`src/rtl/text_cell_sched_pkg.sv`:
```
// Shared constants, cell geometry and FSM encoding for the text-cell scheduler.
// Build option: TEXT_CELL_SCHED_FIXED_PRI_EN selects fixed-priority arbitration.
package text_cell_pkg;

    localparam int C_REQ_N  = 3;
    localparam int C_COLS   = 16;
    localparam int C_ROWS   = 12;
    localparam int C_CELLS  = C_COLS * C_ROWS;
    localparam int C_CODE_W = 5;
    localparam int C_ADR_W  = 8;
    localparam int C_PTR_W  = (C_REQ_N > 1) ? $clog2(C_REQ_N) : 1;

    localparam logic [8:0]          C_COMMIT_LINE = 9'd4;
    localparam logic [C_CODE_W-1:0] C_BLANK       = '0;
    localparam logic [C_ADR_W-1:0]  C_LAST_CELL   = C_ADR_W'(C_CELLS - 1);
    localparam logic [C_ADR_W-1:0]  C_CELLS_ADR   = C_ADR_W'(C_CELLS);

    typedef enum logic [1:0] {
        S_IDLE   = 2'd0,
        S_CLEAR  = 2'd1,
        S_COMMIT = 2'd2
    } state_e;

endpackage

```
`src/rtl/text_cell_sched_rr_arbiter.sv`:
```
// One-hot single-grant arbiter; round-robin by default, fixed priority
// (lowest index wins, no pointer) when TEXT_CELL_SCHED_FIXED_PRI_EN is defined.
module rr_arbiter
    import text_cell_pkg::*;
(
    input  logic               CK_i,
    input  logic               XSRST_i,
    input  logic               EN_i,
    input  logic [C_REQ_N-1:0] REQs_i,
    output logic [C_REQ_N-1:0] GNTs_o,
    output logic [C_PTR_W-1:0] GNT_IDX_o,
    output logic               GNT_VLD_o
);

`ifdef TEXT_CELL_SCHED_FIXED_PRI_EN
    logic unused_clk_rst;
    assign unused_clk_rst = CK_i ^ XSRST_i;

    always_comb begin
        GNTs_o    = '0;
        GNT_IDX_o = '0;
        GNT_VLD_o = 1'b0;
        for (int i = C_REQ_N - 1; i >= 0; i--) begin
            if (EN_i && REQs_i[i]) begin
                GNTs_o    = '0;
                GNTs_o[i] = 1'b1;
                GNT_IDX_o = C_PTR_W'(i);
                GNT_VLD_o = 1'b1;
            end
        end
    end
`else
    logic [C_PTR_W-1:0] ptr_q, ptr_d;

    // Search starts at the pointer and wraps; the first hit wins.
    always_comb begin : rr_search
        int  idx;
        logic found;
        found     = 1'b0;
        idx       = 0;
        GNTs_o    = '0;
        GNT_IDX_o = '0;
        ptr_d     = ptr_q;
        for (int i = 0; i < C_REQ_N; i++) begin
            idx = (int'(ptr_q) + i) % C_REQ_N;
            if (EN_i && !found && REQs_i[idx]) begin
                found       = 1'b1;
                GNTs_o[idx] = 1'b1;
                GNT_IDX_o   = C_PTR_W'(idx);
                ptr_d       = C_PTR_W'((idx + 1) % C_REQ_N);
            end
        end
        GNT_VLD_o = found;
    end

    always_ff @(posedge CK_i) begin
        if (!XSRST_i) ptr_q <= '0;
        else          ptr_q <= ptr_d;
    end
`endif

endmodule

```
`src/rtl/text_cell_sched.sv`:
```
// Cell-write arbiter with a shadow buffer copied to the live buffer once per frame.
// Build option: TEXT_CELL_SCHED_FIXED_PRI_EN (fixed-priority arbitration).
module text_cell_sched
    import text_cell_pkg::*;
(
    input  logic                          CK_i,
    input  logic                          XSRST_i,
    input  logic                          PX_CK_EE_i,
    input  logic [8:0]                    VCTRs_i,
    input  logic [C_REQ_N-1:0]            REQs_i,
    input  logic [C_REQ_N*C_ADR_W-1:0]    REQ_ADRss_i,
    input  logic [C_REQ_N*C_CODE_W-1:0]   REQ_CODEss_i,
    input  logic                          CLR_i,
    output logic [C_REQ_N-1:0]            GNTs_o,
    output logic                          OOR_o,
    output logic                          BUSY_o,
    output logic                          COMMIT_o,
    output logic [C_CELLS*C_CODE_W-1:0]   DISP_DATss_o
);

    state_e                           state_q, state_d;
    logic                             line_match_q;
    logic                             dirty_q;
    logic [C_ADR_W-1:0]               ctr_q;
    logic [C_CELLS-1:0][C_CODE_W-1:0] shadow_q;
    logic [C_CELLS-1:0][C_CODE_W-1:0] live_q;

    logic                trig, commit_go, clr_go, arb_en;
    logic [C_REQ_N-1:0]  gnt;
    logic [C_PTR_W-1:0]  gnt_idx;
    logic                gnt_vld;
    logic [C_ADR_W-1:0]  gnt_adr;
    logic [C_CODE_W-1:0] gnt_code;
    logic                adr_ok;

    // Rising edge of the line match, seen only on enabled pixel clocks.
    assign trig      = PX_CK_EE_i && (VCTRs_i == C_COMMIT_LINE) && !line_match_q;
    assign commit_go = (state_q == S_IDLE) && trig && dirty_q;
    assign clr_go    = (state_q == S_IDLE) && !commit_go && CLR_i;
    assign arb_en    = XSRST_i && (state_q == S_IDLE) && !clr_go;

    rr_arbiter u_arb (
        .CK_i      (CK_i),
        .XSRST_i   (XSRST_i),
        .EN_i      (arb_en),
        .REQs_i    (REQs_i),
        .GNTs_o    (gnt),
        .GNT_IDX_o (gnt_idx),
        .GNT_VLD_o (gnt_vld)
    );

    assign gnt_adr  = REQ_ADRss_i[int'(gnt_idx)*C_ADR_W +: C_ADR_W];
    assign gnt_code = REQ_CODEss_i[int'(gnt_idx)*C_CODE_W +: C_CODE_W];
    assign adr_ok   = gnt_adr < C_CELLS_ADR;

    always_ff @(posedge CK_i) begin
        if (!XSRST_i) state_q <= S_IDLE;
        else          state_q <= state_d;
    end

    always_comb begin
        state_d = state_q;
        case (state_q)
            S_IDLE:   if (commit_go)            state_d = S_COMMIT;
                      else if (clr_go)          state_d = S_CLEAR;
            S_CLEAR:  if (ctr_q == C_LAST_CELL) state_d = S_IDLE;
            S_COMMIT:                           state_d = S_IDLE;
            default:                            state_d = S_IDLE;
        endcase
    end

    always_comb begin
        GNTs_o   = gnt;
        OOR_o    = gnt_vld && !adr_ok;
        BUSY_o   = (state_q == S_CLEAR) || (state_q == S_COMMIT);
        COMMIT_o = (state_q == S_COMMIT);
    end

    // A grant in the commit-trigger cycle lands in shadow before the copy.
    always_ff @(posedge CK_i) begin
        if (!XSRST_i) begin
            shadow_q     <= '0;
            live_q       <= '0;
            dirty_q      <= 1'b0;
            ctr_q        <= '0;
            line_match_q <= 1'b0;
        end else begin
            if (PX_CK_EE_i) line_match_q <= (VCTRs_i == C_COMMIT_LINE);
            case (state_q)
                S_IDLE: begin
                    if (gnt_vld && adr_ok) begin
                        shadow_q[gnt_adr] <= gnt_code;
                        dirty_q           <= 1'b1;
                    end
                    if (clr_go) ctr_q <= '0;
                end
                S_CLEAR: begin
                    shadow_q[ctr_q] <= C_BLANK;
                    ctr_q           <= ctr_q + C_ADR_W'(1);
                    if (ctr_q == C_LAST_CELL) dirty_q <= 1'b1;
                end
                S_COMMIT: begin
                    live_q  <= shadow_q;
                    dirty_q <= 1'b0;
                end
                default: ;
            endcase
        end
    end

    assign DISP_DATss_o = live_q;

endmodule

```
`config.mk`:
```
export PLATFORM = sky130hd
export DESIGN_NAME = text_cell_sched
export DESIGN_NICKNAME = d
export VERILOG_FILES = /design/src/rtl/text_cell_sched_pkg.sv /design/src/rtl/text_cell_sched_rr_arbiter.sv /design/src/rtl/text_cell_sched.sv
export SDC_FILE = /design/constraint.sdc
export NUM_CORES = 2
export LEC_CHECK = 0
export BUFFER_PORTS_ARGS = -buffer_cell sky130_fd_sc_hd__buf_2
export CORE_MARGIN = 8
export CORE_UTILIZATION = 45
export DETAILED_ROUTE_END_ITERATION = 16
export GPL_TIMING_DRIVEN = 1
export PLACE_DENSITY = 0.72
export SETUP_SLACK_MARGIN = 0.2
export SYNTH_ARGS = -nofsm -noshare
export SYNTH_HDL_FRONTEND = slang
export SYNTH_SLANG_ARGS = --single-unit
```
`constraint.sdc`:
```
create_clock -name CK_i -period 9 [get_ports CK_i]
set_input_delay 0.9 -clock CK_i [delete_from_list [all_inputs] [get_ports CK_i]]
set_output_delay 0.9 -clock CK_i [all_outputs]
set_load 0.005 [all_outputs]
```
==> summary.txt <==
Worst hold path
  • Hold Path Class: input pin to register

Clock network
  • CTS tree: yes
  • Clock Latency Late Sink: 0.86 ns
  • Clk buf depth: 3
  • H-tree depth: 4
  • Root Driver: clkbuf_16
  • Post-CTS Setup Bufs: 0
  • CTS buffer count: 192
  • Hold_buf cts: 0
  • Clock Sink Count: 1934
  • Clock slew at reported path FFs: 0.06 ns
  • CTS resizes: 0

Logic synthesis
  • Mux contribution to synthesized area: 0.130
  • Register area share after synthesis: 0.510
  • Number of distinct library cells after synthesis: 71
  • Synth Area in Simple Gates: 0.199
  • Mean post-synth cell area: 10.2 um^2
  • Syn Inst Count: 7458
  • Synthesized area: 75900 um^2
  • Post-synth EDFFs: 0
  • Asr flop ratio synth: 0
  • Post-Synth Adder-Cell Area: 0.00392
  • Syn_nets: 7536
  • XOR/XNOR Fraction of Synth Area: 0.00183
  • Yosys warning count: 0
  • Compound-Gate Fraction of Synth Area: 0.126
  • Ys flop type: dfxtp_1
  • Largest family of logic cells by synthesized area: simple AND/OR/NAND/NOR gates
  • Post-synthesis register bit count: 1934

Cells and area
  • Most frequent cells in the layout: dfxtp_1, nor2b_1, buf_2
  • Final core occ: 0.533
  • NumNets Final: 8286
  • Most common cell after layout, fill and taps aside: dfxtp_1
  • Layout cells sized above 1: 0.178
  • Layout area overhead: 17.5%

STA
  • Final Hold Fails: 0
  • Worst Clk Skew: 0.0598 ns
  • Slew of the pin with the lowest slew margin: 1.34 ns
  • Crit share post-route: 0.791
  • RSZ-0062 raised after global routing: false
  • WHS: 0.390 ns
  • Endpoints failing setup: 0
  • Max Clk Rate: 140 MHz
  • Headroom to the max-slew limit: 0.104
  • Sum Neg Setup Slack: 0 ns
  • Fin worst setup slack: 1.88 ns
  • Max-slew violations: 0
  • Post-layout minimum cycle time: 7.12 ns

Critical path
  • Worst EP required: 9.73 ns
  • Worst-path fanout max: 12
  • Crit Path Class: register to register
  • CP Launch Type: register
  • Worst EP arrival: 7.84 ns
  • Critical Path Sink Type: register

Routing
  • WL per Instance: 27.7 um
  • Residual DRC count: 0
  • Post-route ant nets: 0
  • Via density per instance: 5.69
  • Vias: 60100
  • 1st-iter DRT viols: 5982
  • Final wirelength: 292000 um
  • Pre-antenna DRT Iters: 7

Placement
  • Port Buffers: 1020
  • Pre-CTS setup slack: 1.65 ns
  • RD Place Congestion: 0.896
  • Detail Placement HPWL: 203000 um

Global route
  • First-pass GRT wire length: 409000 um
  • Largest net degree at the start of global routing: 239
  • Vias in the first global route: 56900
  • Total GRT Usage: 0.302
  • GRT overflow: 0
  • Initial antenna violation count: 4

Die
  • DIE WIDTH: 427 um
  • Top-level port count: 1021
  • Vert. Die Dim: 427 um
  • Die area: 182000 um^2
  • Initial Utilization: 0.453
  • Core Box Area: 167000 um^2
  • Placement Rows: 150

Power and ir drop
  • Overall Power: 17600 uW
  • Worst IR drop on VDD: 0.000206 V
  • Leakage: 0.0304 uW
  • Power Dens Cells: 198 nW/um^2

Run status
  • Outcome: complete, no violations

Flow run
  • Max-capacitance violation count: 0
path summary, 6_finish.rpt:
kind / from / endpoint / slack (ns) / depth (start not counted)
setup / recovery: u_arb.ptr_q[1] / u_arb.ptr_q[1] / 1.88 / 27
hold / removal: PX_CK_EE_i / line_match_q / 0.39 / 3
setup reg to reg: u_arb.ptr_q[1] / u_arb.ptr_q[1] / 1.88 / 27
hold reg to reg: shadow_q[844] / DISP_DATss_o[844] / 0.48 / 2
power breakdown:
group / internal [uW] / switching (uW) / total, uW
Clock: 4640 / 3500 / 8140
Combinational: 256 / 652 / 907
Sequential: 8560 / 6.66 / 8570
cell usage after synthesis (21+ instances only):
cell type	count	area share
nand3_1	170	0.011
o31ai_1	150	0.015
a21oi_1	31	0.0020
ha_1	23	0.0038
dfxtp_1	1934	0.51
buf_1	107	0.0053
a22oi_1	961	0.095
mux2i_1	978	0.13
o21ai_0	89	0.0059
nor2_1	203	0.010
clkbuf_1	449	0.022
nor2b_1	1930	0.16
nand2_1	214	0.011
inv_1	21	0.0010
final cells by class:
class | count | area [um^2]
Timing Repair Buffer | 1122 | 6030
Sequential cell | 1934 | 38700
Inverter | 21 | 78.8
Clock buffer | 284 | 5680
Tap cell | 2204 | 2760
Multi-Input combinational cell | 4937 | 35200
Antenna cell | 1 | 2.50
Clock inverter | 55 | 707
Fill cell | 14800 | 78200
critical path, stage by stage (launching register included):
cell	delay (ns)
dfxtp_1	0.52
inv_1	0.17
ha_1	0.55
mux2i_1	0.13
o311ai_1	0.78
and2_1	0.38
o21ai_0	0.13
nand2_1	0.07
o21ai_0	0.20
ha_1	0.27
inv_1	0.18
a21o_1	0.13
a21oi_1	0.10
mux2i_1	0.41
xor2_1	0.39
a21oi_1	0.13
o211ai_1	0.26
o211ai_1	0.15
a21o_1	0.18
ha_1	0.23
a31o_4	0.25
xor2_1	0.15
ha_1	0.20
a21oi_1	0.13
o41ai_1	0.14
or3_1	0.36
o32ai_1	0.30
a311oi_1	0.08
layer usage:
metal,up-vias,track usage,wire (um)
met2,2490,0.484,133000
met3,648,0.0553,19500
met1,29400,0.372,117000
met5,-,0,0
li1,27500,-,-
met4,0,0.198,22700
flip-flops by register name, indices dropped and copies added, names as in the netlist:
signal and count:
ctr_q 8, line_match_q 1, dirty_q 1, DISP_DATss_o 960, state_q 2, u_arb.ptr_q 2
shadow_q 960
through the flow:
step           cell area (um^2)  cells
2_1_floorplan             75900   7458
3_3_place_gp              82800  10200
3_5_place_dp              82800  10200
4_1_cts                   89200  10600
5_1_grt                   89200  10600
6_report                  89200  10600
logic make-up (layout without fill, tap and decap cells):
kind of cell,count (synthesis),after routing
other cells,0,1
mux,985,985
buf+inv,587,1482
fa+ha+maj,24,24
xor+xnor,15,15
simple gates,2603,2603
compound gates,1310,1310
flops,1934,1934
Note: power is estimated with default switching activity, not from simulation.
